### config.mk
export PLATFORM = sky130hd
export DESIGN_NAME = cb_handshake_responder
export DESIGN_NICKNAME = d
export VERILOG_FILES = /design/src/rtl/cb_resp_pkg.sv /design/src/rtl/cb_resp_delay_cnt.sv /design/src/rtl/cb_handshake_responder.sv
export SDC_FILE = /design/constraint.sdc
export NUM_CORES = 1
export LEC_CHECK = 0
export BUFFER_PORTS_ARGS = -buffer_cell sky130_fd_sc_hd__buf_4
export CELL_PAD_IN_SITES_DETAIL_PLACEMENT = 1
export CELL_PAD_IN_SITES_GLOBAL_PLACEMENT = 1
export CORE_MARGIN = 3
export CORE_UTILIZATION = 36
export DETAILED_ROUTE_END_ITERATION = 7
export GPL_TIMING_DRIVEN = 0
export PLACE_DENSITY_LB_ADDON = 0.08
export REMOVE_ABC_BUFFERS = 1
export SLEW_MARGIN = 5
export SYNTH_ARGS = -nofsm -noshare
export SYNTH_HDL_FRONTEND = slang
export SYNTH_SLANG_ARGS = --single-unit
export TNS_END_PERCENT = 30
### constraint.sdc
create_clock -name clk -period 1.46 [get_ports clk]
set_clock_uncertainty 0.1 [all_clocks]
set_input_delay 0.292 -clock clk [delete_from_list [all_inputs] [get_ports clk]]
set_output_delay 0.292 -clock clk [all_outputs]
set_load 0.05 [all_outputs]
### src/rtl/cb_resp_pkg.sv
// Shared types, default parameters and payload transform
// for the cb_handshake_responder slice.
package cb_resp_pkg;

  typedef enum logic [1:0] {
    IDLE,
    WAIT,
    ACK,
    DRAIN
  } cb_resp_state_e;

  localparam int DW_D      = 8;
  localparam int LATENCY_D = 3;
  localparam int CNT_W_D   = 8;
  localparam int TIMEOUT_D = 16;

  localparam int XW = 64;

  // Response payload is the request payload plus one.
  // Callers truncate to their own width.
  function automatic logic [XW-1:0] rsp_xform(
    input logic [XW-1:0] data
  );
    return data + 64'd1;
  endfunction

endpackage

### src/rtl/cb_resp_delay_cnt.sv
// Loadable down-counter with synchronous active-low clear.
// Saturates at zero; zero flag is decoded from the register.
module cb_resp_delay_cnt #(
  parameter int W = 4
) (
  input  logic         clk,
  input  logic         rst_n,
  input  logic         load,
  input  logic [W-1:0] value,
  input  logic         dec,
  output logic         zero
);

  logic [W-1:0] r_cnt;

  // Load has priority over decrement; stop at zero.
  always_ff @(posedge clk) begin
    if (!rst_n) begin
      r_cnt <= '0;
    end else if (load) begin
      r_cnt <= value;
    end else if (dec && (r_cnt != '0)) begin
      r_cnt <= r_cnt - W'(1);
    end
  end

  assign zero = (r_cnt == '0);

endmodule

### src/rtl/cb_handshake_responder.sv
// 4-phase req/ack responder with fixed latency and txn counter.
// Optional ACK timeout with DRAIN state under `RSP_TIMEOUT_EN.
module cb_handshake_responder
  import cb_resp_pkg::*;
#(
  parameter int DW      = DW_D,
  parameter int LATENCY = LATENCY_D,
`ifdef RSP_TIMEOUT_EN
  parameter int TIMEOUT = TIMEOUT_D,
`endif
  parameter int CNT_W   = CNT_W_D
) (
  input  logic             clk,
  input  logic             rst_n,
  input  logic             req,
  input  logic [DW-1:0]    req_data,
  output logic             ack,
  output logic [DW-1:0]    rsp_data,
  output logic             busy,
  output logic [CNT_W-1:0] txn_cnt,
  output logic             err
);

  localparam int LW = 4;

  cb_resp_state_e r_state;
  logic             r_ack;
  logic             r_busy;
  logic [DW-1:0]    r_data;
  logic [DW-1:0]    r_rsp;
  logic [CNT_W-1:0] r_cnt;

  logic w_lat_load;
  logic w_lat_dec;
  logic w_lat_zero;

  assign w_lat_load = (r_state == IDLE) && req;
  assign w_lat_dec  = (r_state == WAIT);

  cb_resp_delay_cnt #(
    .W (LW)
  ) u_lat_cnt (
    .clk   (clk),
    .rst_n (rst_n),
    .load  (w_lat_load),
    .value (LW'(LATENCY - 1)),
    .dec   (w_lat_dec),
    .zero  (w_lat_zero)
  );

`ifdef RSP_TIMEOUT_EN
  localparam int TW = (TIMEOUT > 1) ? $clog2(TIMEOUT) : 1;

  logic r_err;
  logic w_to_load;
  logic w_to_dec;
  logic w_to_zero;

  assign w_to_load = (r_state == WAIT) && req && w_lat_zero;
  assign w_to_dec  = (r_state == ACK);

  cb_resp_delay_cnt #(
    .W (TW)
  ) u_to_cnt (
    .clk   (clk),
    .rst_n (rst_n),
    .load  (w_to_load),
    .value (TW'(TIMEOUT - 1)),
    .dec   (w_to_dec),
    .zero  (w_to_zero)
  );

  assign err = r_err;
`else
  assign err = 1'b0;
`endif

  // Handshake FSM with registered ack, busy, payload and count.
  always_ff @(posedge clk) begin
    if (!rst_n) begin
      r_state <= IDLE;
      r_ack   <= 1'b0;
      r_busy  <= 1'b0;
      r_data  <= '0;
      r_rsp   <= '0;
      r_cnt   <= '0;
`ifdef RSP_TIMEOUT_EN
      r_err   <= 1'b0;
`endif
    end else begin
      unique case (r_state)
        IDLE: begin
          if (req) begin
            r_data  <= req_data;
            r_state <= WAIT;
            r_busy  <= 1'b1;
          end
        end
        WAIT: begin
          if (!req) begin
            r_state <= IDLE;
            r_busy  <= 1'b0;
          end else if (w_lat_zero) begin
            r_state <= ACK;
            r_ack   <= 1'b1;
            r_rsp   <= DW'(rsp_xform(XW'(r_data)));
          end
        end
        ACK: begin
          if (!req) begin
            r_state <= IDLE;
            r_ack   <= 1'b0;
            r_busy  <= 1'b0;
            r_cnt   <= r_cnt + CNT_W'(1);
          end
`ifdef RSP_TIMEOUT_EN
          else if (w_to_zero) begin
            r_state <= DRAIN;
            r_ack   <= 1'b0;
            r_err   <= 1'b1;
          end
`endif
        end
        DRAIN: begin
`ifdef RSP_TIMEOUT_EN
          if (!req) begin
            r_state <= IDLE;
            r_busy  <= 1'b0;
          end
`else
          r_state <= IDLE;
          r_busy  <= 1'b0;
`endif
        end
        default: begin
          r_state <= IDLE;
          r_ack   <= 1'b0;
          r_busy  <= 1'b0;
        end
      endcase
    end
  end

  assign ack      = r_ack;
  assign rsp_data = r_rsp;
  assign busy     = r_busy;
  assign txn_cnt  = r_cnt;

endmodule

==> summary.md, run 1 <==
| Metric | Value |
|---|---|
| Hold crit path type | input pin to flop |
| #FFs+latches synth | 32 |
| Clock insertion delay at the later pin of the skew report | 0.29 ns |
| Vertical die dimension | 70.9 um |
| Signed area change from the synthesized netlist to the final layout | 31.2% |
| Number of nets in the layout | 228 |
| Clock sink count | 32 |
| Post-layout worst setup margin | -0.175 ns |
| Max Clk Rate | 0.612 GHz |
| Crit-path slowest cell | sky130_fd_sc_hd__or3b_4 |
| Via Count | 1389 |
| HPWL after detailed placement | 2.69 mm |
| Sequential fraction of design power | 40.3% |
| Destination of the worst register-to-register timing path | r_state[0] |
| Via/cell ratio | 5.36 |
| EDFF count, synth | 0 |
| Cell internal pwr | 1.66 mW |
| Worst R2R Start | u_lat_cnt.r_cnt[1] |
| Initial antenna violation count | 0 |
| Number of violations reported at the end of detailed-routing iteration 0 | 30 |
| R2R setup slack | -0.18 ns |
| Post-synthesis instance area | 0.00151 mm^2 |
| Overall Power | 2.57 mW |
| Detailed-router iteration count before antenna repair | 4 |
| TritonCTS clock tree | built |
| Cells on Worst Hold Path | 3 |
| Status | finished, violations left |
| Post-DR wirelength/cell | 14.9 um |
| CP peak stage delay | 0.41 ns |
| P_leak | 0.748 nW |
| Critical path data arrival time | 1.75 ns |
| Fraction of power spent switching nets | 35.5% |
| Switching power | 0.910 mW |
| Number of hold violations in the final report | 0 |
| Ys flop type | sky130_fd_sc_hd__dfxtp_1 |
| CTS Hold Buffers Added | 0 |
| Antenna Diode Count | 0 |
| Levels on crit path | 5 |
| Routability congestion estimate | 0.756 |
| Unrepaired setup endpoints after global routing | yes |
| Seq/Total Area, Yosys | 42.3% |
| Top-area cell type share of the netlist area | 42.3% |
| Number of I/O pins | 30 |
| Fin crit period | 1.64 ns |
| Initial Utilization | 39.3% |
| Number of instances in the synthesized netlist | 177 |
| Syn_area_per_cell | 8.55 um^2 |
| Depth of the worst register-to-register path | 5 |
| Standard-cell row count | 22 |
| Antenna violation net count after detailed routing | 0 |
| Distinct cells, synth | 35 |
| Relative contribution of the clock network to total power | 27.8% |
| Cell taking the most area after synthesis | sky130_fd_sc_hd__dfxtp_1 |
| Via count of the first global-routing pass | 1371 |
| Critical path launch point type | flop |
| Fraction of layout cells with a size suffix above 1 | 29.9% |
| Sum of overflow across all layers after global routing | 0 |
| Ratio of total power to cell area | 1290 mW/mm^2 |
| Clock buffer depth | 2 |
| Max Slew Vio Count | 0 |
| Crit path capture type | flop |
| Maximum Capacitance Violations | 0 |
| Maximum fanout along the worst path | 4 |
| Clock H-tree levels | 2 |
| Launch point of the worst hold path | req_data[3] |
| Worst setup path class | flop to flop |
| Peak supply drop | 0.000629 V |
| Port Buf Inserts | 28 |
| Hold-critical path endpoint | r_data[3] |
| Clock root buffer | sky130_fd_sc_hd__clkbuf_8 |
| Violated checks | setup timing |
| Synthesis Warnings | 0 |
| Post-route fraction of the period consumed by the critical path | 112% |
| Critical path cell sequence | inv_2, ha_4, or3b_4, a221oi_4, mux2i_1 |
| Drc violations | 0 |
| Logic pwr share | 31.9% |
| Maximum number of pins on one net before global-route repair | 27 |
| All-layer global routing usage | 16.4% |
| Worst endpoint required time | 1.58 ns |
| Area of the core | 0.00385 mm^2 |
| Worst path buffer plus inverter count | 1 |
| Kind of cell with the highest combined delay on the critical path | simple AND/OR/NAND/NOR gates |
| Leading cell types by total area after synthesis | sky130_fd_sc_hd__dfxtp_1, sky130_fd_sc_hd__a21oi_1, sky130_fd_sc_hd__nand2_1 |
| Horizontal die dimension | 70.9 um |
| Total of endpoints with negative setup slack in the final report | 17 |
| Wirelength, routed | 3.87 mm |
| Clock-pin slew on the worst setup and hold paths | 0.07 ns |
| Fraction of synthesis flops using an asynchronous set or reset pin | 0% |
| First-pass GRT wire length | 6.53 mm |
| Summed negative setup slack over all endpoints | -1.96 ns |
| Overall die area | 0.00502 mm^2 |
| CTS buffer count | 5 |
## worst max path at each step
stage | from | end | slack, ns
after floorplan | u_lat_cnt.r_cnt[0] | rsp_data[5] | -0.39
after global placement | u_lat_cnt.r_cnt[0] | rsp_data[6] | -0.84
after detailed placement | u_lat_cnt.r_cnt[0] | rsp_data[6] | -0.94
after CTS | u_lat_cnt.r_cnt[0] | r_state[0] | -0.16
after global routing | u_lat_cnt.r_cnt[0] | r_state[0] | -0.27
final | u_lat_cnt.r_cnt[1] | r_state[0] | -0.18
## final cells by class
cell class | instances | area [um^2]
repair buffers | 33 | 248
inverters | 8 | 33.8
clock buffers | 6 | 82.6
flip-flops and latches | 32 | 643
well taps | 48 | 60.1
multi-input cells | 130 | 910
clock inverters | 2 | 10.0
fillers | 470 | 1870
## repair_timing
item	CTS	global route
gates cloned	0	1
buffers inserted	3	2
hold endpoints to repair	0	0
resized for setup	19	8
pin swaps	7	4
endpoints found under the setup margin	26	30
## worst reg2reg max path, cell delays in order (launching register included)
cell                       delay (ns)
sky130_fd_sc_hd__dfxtp_2         0.33
sky130_fd_sc_hd__inv_2           0.06
sky130_fd_sc_hd__ha_4            0.14
sky130_fd_sc_hd__or3b_4          0.41
sky130_fd_sc_hd__a221oi_4        0.31
sky130_fd_sc_hd__mux2i_1         0.21
## power by group through the flow
| stage | Sequential (mW) | Clock (mW) | Combinational [mW] |
|---|---|---|---|
| finish | 1.04 | 0.713 | 0.818 |
| global route | 1.05 | 0.777 | 0.895 |
| CTS | 1.03 | 0.733 | 0.758 |
| floorplan | 1.18 | 0 | 0.342 |
| detailed placement | 1.05 | 0 | 0.690 |
| global placement | 1.04 | 0 | 0.671 |
## sequential cells by signal, indices dropped and copies added, names as in the netlist
name             count
ack                  1
txn_cnt              8
rsp_data             8
r_data               8
u_lat_cnt.r_cnt      4
busy                 1
r_state              2
## metal layers
layer	GRT usage [%]	vias up	part of all wire [%]
met5	0	-	0
met4	6.05	0	1.3
met3	5.82	7	4.3
met2	26.9	22	48
met1	19.8	667	46
li1	-	693	-
## synthesized netlist by cell type (2+ instances only)
master	count
sky130_fd_sc_hd__and2_1	2
sky130_fd_sc_hd__nand4_1	3
sky130_fd_sc_hd__xor2_1	3
sky130_fd_sc_hd__or3_1	8
sky130_fd_sc_hd__nand2b_1	2
sky130_fd_sc_hd__a21oi_1	22
sky130_fd_sc_hd__buf_4	2
sky130_fd_sc_hd__o21ai_0	10
sky130_fd_sc_hd__mux2i_1	6
sky130_fd_sc_hd__inv_1	7
sky130_fd_sc_hd__dfxtp_1	32
sky130_fd_sc_hd__nand3_1	7
sky130_fd_sc_hd__xnor2_1	3
sky130_fd_sc_hd__nor2b_1	2
sky130_fd_sc_hd__a211oi_1	5
sky130_fd_sc_hd__buf_2	3
sky130_fd_sc_hd__a311oi_1	4
sky130_fd_sc_hd__nor2_1	7
sky130_fd_sc_hd__ha_1	7
sky130_fd_sc_hd__clkbuf_1	2
sky130_fd_sc_hd__o211ai_1	2
sky130_fd_sc_hd__nand2_1	25
## kinds of logic after synthesis
| logic type | Yosys count | synth area share, % |
|---|---|---|
| AO/OA/AOI/OAI | 47 | 19.0 |
| XOR/XNOR | 6 | 3.47 |
| adder cells (fa/ha/maj) | 7 | 5.78 |
| buffers and inverters | 16 | 4.71 |
| flip-flops | 32 | 42.3 |
| multiplexers | 6 | 3.97 |
| other | 1 | 0.248 |
| AND/OR/NAND/NOR | 62 | 20.5 |
## layout by cell type (no fill, tap or decap), types with 3 or more instances in the layout
cell	netlist	final
sky130_fd_sc_hd__a311oi_1	4	3
sky130_fd_sc_hd__inv_2	0	4
sky130_fd_sc_hd__inv_1	7	3
sky130_fd_sc_hd__dfxtp_1	32	30
sky130_fd_sc_hd__o21ai_0	10	9
sky130_fd_sc_hd__clkbuf_8	0	6
sky130_fd_sc_hd__ha_1	7	4
sky130_fd_sc_hd__ha_4	0	3
sky130_fd_sc_hd__mux2i_1	6	6
sky130_fd_sc_hd__a21oi_1	22	22
sky130_fd_sc_hd__nor2_1	7	7
sky130_fd_sc_hd__nand4_1	3	3
sky130_fd_sc_hd__nand3_1	7	7
sky130_fd_sc_hd__nand2_1	25	24
sky130_fd_sc_hd__or3_1	8	8
sky130_fd_sc_hd__buf_4	2	33
sky130_fd_sc_hd__xor2_1	3	3
sky130_fd_sc_hd__xnor2_1	3	3
sky130_fd_sc_hd__a211oi_1	5	3
## stage by stage
| step | worst slack (ns) | utilization (%) | area (um^2) | hold WS (ns) | cells |
|---|---|---|---|---|---|
| after floorplan | -0.391 | - | 1470 | 0.328 | 169 |
| after global placement | -0.842 | 45.2 | 1740 | 0.349 | 245 |
| after detailed placement | -0.938 | 45.2 | 1740 | 0.357 | 245 |
| after CTS | -0.158 | 49.9 | 1920 | 0.143 | 256 |
| after global routing | -0.270 | 51.6 | 1990 | 0.140 | 259 |
| final | -0.175 | 51.6 | 1990 | 0.153 | 259 |
No activity file was read; power rests on OpenSTA's default activity.
==> inputs of run 2 (changes only) <==
--- a/config.mk
+++ b/config.mk
@@ -12,7 +12,7 @@
 export CORE_UTILIZATION = 36
 export DETAILED_ROUTE_END_ITERATION = 7
 export GPL_TIMING_DRIVEN = 0
-export PLACE_DENSITY_LB_ADDON = 0.08
+export PLACE_DENSITY_LB_ADDON = 0.1
 export REMOVE_ABC_BUFFERS = 1
 export SLEW_MARGIN = 5
 export SYNTH_ARGS = -nofsm -noshare
==> run 2 against run 1 <==
The flow still finishes with violations (setup timing). Critical path type unchanged. Cell count up 2.3%. Sequential cell count did not move. Largest cell class unchanged. Critical endpoint unchanged. Critical path depth unchanged. Design area grew 3.8%.
==> summary.md, run 2 (synthesized netlist as in run 1, its figures left out) <==
| Metric | Value |
|---|---|
| Crit path capture | r_state[0] |
| Launch point of the worst hold path | req_data[6] |
| Status | finished, violations left |
| Critical path launch point type | flop |
| Initial antenna violation count | 0 (unchanged) |
| Fraction of layout cells with a size suffix above 1 | 35.0% (+5.2 points) |
| Post-route fraction of the period consumed by the critical path | 112% (-0.49 points) |
| Number of nets in the layout | 234 (+2.6%) |
| All-layer global routing usage | 18.0% (+1.6 points) |
| Destination of the worst register-to-register timing path | r_state[0] |
| Port Buf Inserts | 28 (unchanged) |
| Standard-cell row count | 22 (unchanged) |
| CTS buffer count | 5 (unchanged) |
| Sum of overflow across all layers after global routing | 0 (unchanged) |
| Antenna violation net count after detailed routing | 0 (unchanged) |
| Antenna Diode Count | 0 (unchanged) |
| Number of hold violations in the final report | 0 (unchanged) |
| Horizontal die dimension | 70.9 um (unchanged) |
| Crit path capture type | flop |
| Overall die area | 0.00502 mm^2 (unchanged) |
| Clock-pin slew on the worst setup and hold paths | 0.07 ns (about the same) |
| Clock buffer depth | 2 (unchanged) |
| Detailed-routed wire length on met2 | 2.13 mm (+14%) |
| Post-DR wirelength/cell | 16.1 um (+7.9%) |
| Wirelength, routed | 4.27 mm (+10%) |
| Overall Power | 2.65 mW (+3.3%) |
| TritonCTS clock tree | built |
| Unrepaired setup endpoints after global routing | yes |
| Number of I/O pins | 30 (unchanged) |
| Initial Utilization | 39.3% (unchanged) |
| Worst Tran Pin Value | 0.506 ns |
| Number of violations reported at the end of detailed-routing iteration 0 | 39 (+30%) |
| Met3 wire length | 154 um (-6.7%) |
| Clock root buffer | sky130_fd_sc_hd__clkbuf_8 |
| Vertical die dimension | 70.9 um (unchanged) |
| Peak supply drop | 0.000597 V (-5.0%) |
| Clock H-tree levels | 2 (unchanged) |
| Maximum Capacitance Violations | 0 (unchanged) |
| Clock sink count | 32 (unchanged) |
| Max Clk Rate | 0.614 GHz (+0.44%) |
| Max Slew Vio Count | 0 (unchanged) |
| Worst R2R Start | u_lat_cnt.r_cnt[0] |
| First-pass GRT wire length | 7.13 mm (+9.2%) |
| R2R setup slack | -0.17 ns (about the same) |
| Most frequent standard cell in the layout excluding fill and tap cells | sky130_fd_sc_hd__buf_4 |
| Detailed-router iteration count before antenna repair | 4 (unchanged) |
| Final-layout fill cell count | 464 (-1.3%) |
| HPWL after detailed placement | 2.76 mm (+2.6%) |
| Depth of the worst register-to-register path | 5 (unchanged) |
| Worst endpoint required time | 1.58 ns (about the same) |
| Via count of the first global-routing pass | 1477 (+7.7%) |
| Total of endpoints with negative setup slack in the final report | 15 (-2) |
| Hold crit path type | input pin to flop |
| Via/cell ratio | 5.32 (-0.72%) |
| Commonest cells after routing, fill and taps aside | sky130_fd_sc_hd__buf_4, sky130_fd_sc_hd__dfxtp_1, sky130_fd_sc_hd__nand2_1 |
| Via Count | 1411 (+1.6%) |
| Worst relative slew slack | 66.2% |
| Post-layout worst setup margin | -0.168 ns (+0.00720 ns) |
| Maximum fanout along the worst path | 5 (+1) |
| Area of the core | 0.00385 mm^2 (unchanged) |
| Final standard cell utilization of the core | 53.5% (+2.0 points) |
| Critical path data arrival time | 1.74 ns (about the same) |
| Fin crit period | 1.63 ns (-0.00720 ns) |
| Drc violations | 0 (unchanged) |
| Violated checks | setup timing |
| Routability congestion estimate | 0.757 (+0.20%) |
| P_leak | 0.786 nW (+5.1%) |
| Worst setup path class | flop to flop |
| Critical path origin | u_lat_cnt.r_cnt[0] |
| Top Metal Used | met4 |
| Signed area change from the synthesized netlist to the final layout | 36.3% |
| Maximum number of pins on one net before global-route repair | 27 (unchanged) |
| Ratio of total power to cell area | 1290 mW/mm^2 (-0.50%) |
| Clock insertion delay at the later pin of the skew report | 0.29 ns (about the same) |
| M1 WL | 1.93 mm (+8.4%) |
| Summed negative setup slack over all endpoints | -1.02 ns (+0.938 ns) |
run 2: how the worst min path moves through the flow:
stage,end,slack [ns],cells past startpoint
after floorplan,r_data[7],0.33,2
after global placement,ack,0.35,2
after detailed placement,ack,0.37,2
after CTS,r_data[6],0.15,3
after global routing,r_data[1],0.15,3
final,r_data[6],0.15,3
run 2: critical path: stages, from the launching register on:
cell and delay (ns):
sky130_fd_sc_hd__dfxtp_2 0.33, sky130_fd_sc_hd__inv_2 0.07, sky130_fd_sc_hd__ha_4 0.13, sky130_fd_sc_hd__or3b_4 0.43
sky130_fd_sc_hd__a221oi_4 0.27, sky130_fd_sc_hd__mux2i_1 0.22
run 2: stage by stage:
| step | setup WS (ns) | instances | hold WS (ns) | cell area, um^2 |
|---|---|---|---|---|
| 3_3_place_gp | -0.876 | 245 | 0.352 | 1740 |
| 5_1_grt | -0.212 | 265 | 0.154 | 2060 |
| 2_1_floorplan | -0.391 | 169 | 0.328 | 1470 |
| 6_report | -0.168 | 265 | 0.152 | 2060 |
| 4_1_cts | -0.134 | 264 | 0.146 | 2040 |
| 3_5_place_dp | -0.442 | 245 | 0.367 | 1750 |
run 2: repair_timing:
item                                    4_1_cts  5_1_grt
setup buffers                                10        1
endpoints found under the setup margin       31       29
gates resized for setup                      33        5
pin swaps                                    10        4
cloned                                        1        0
hold buffers                                  0        0
run 2: power breakdown:
group          switching, mW  total, mW  internal [mW]
logic                  0.529      0.879          0.350
clock network          0.353      0.730          0.376
registers             0.0776       1.04          0.966
run 2: area by class of cell:
type                    instances  area (um^2)  area share, %
clock buffers                   6         82.6           4.00
clock inverters                 2         10.0          0.485
inverters                       8         36.3           1.76
multi-input cells             130          923           44.8
flip-flops and latches         32          651           31.5
well taps                      48         60.1           2.91
repair buffers                 39          300           14.6
run 2: per-layer routing:
| layer | global-route usage [%] | vias up |
|---|---|---|
| li1 | - | 705 |
| met1 | 22.0 | 674 |
| met2 | 30.4 | 26 |
| met3 | 4.40 | 6 |
| met4 | 6.89 | 0 |
| met5 | 0 | - |
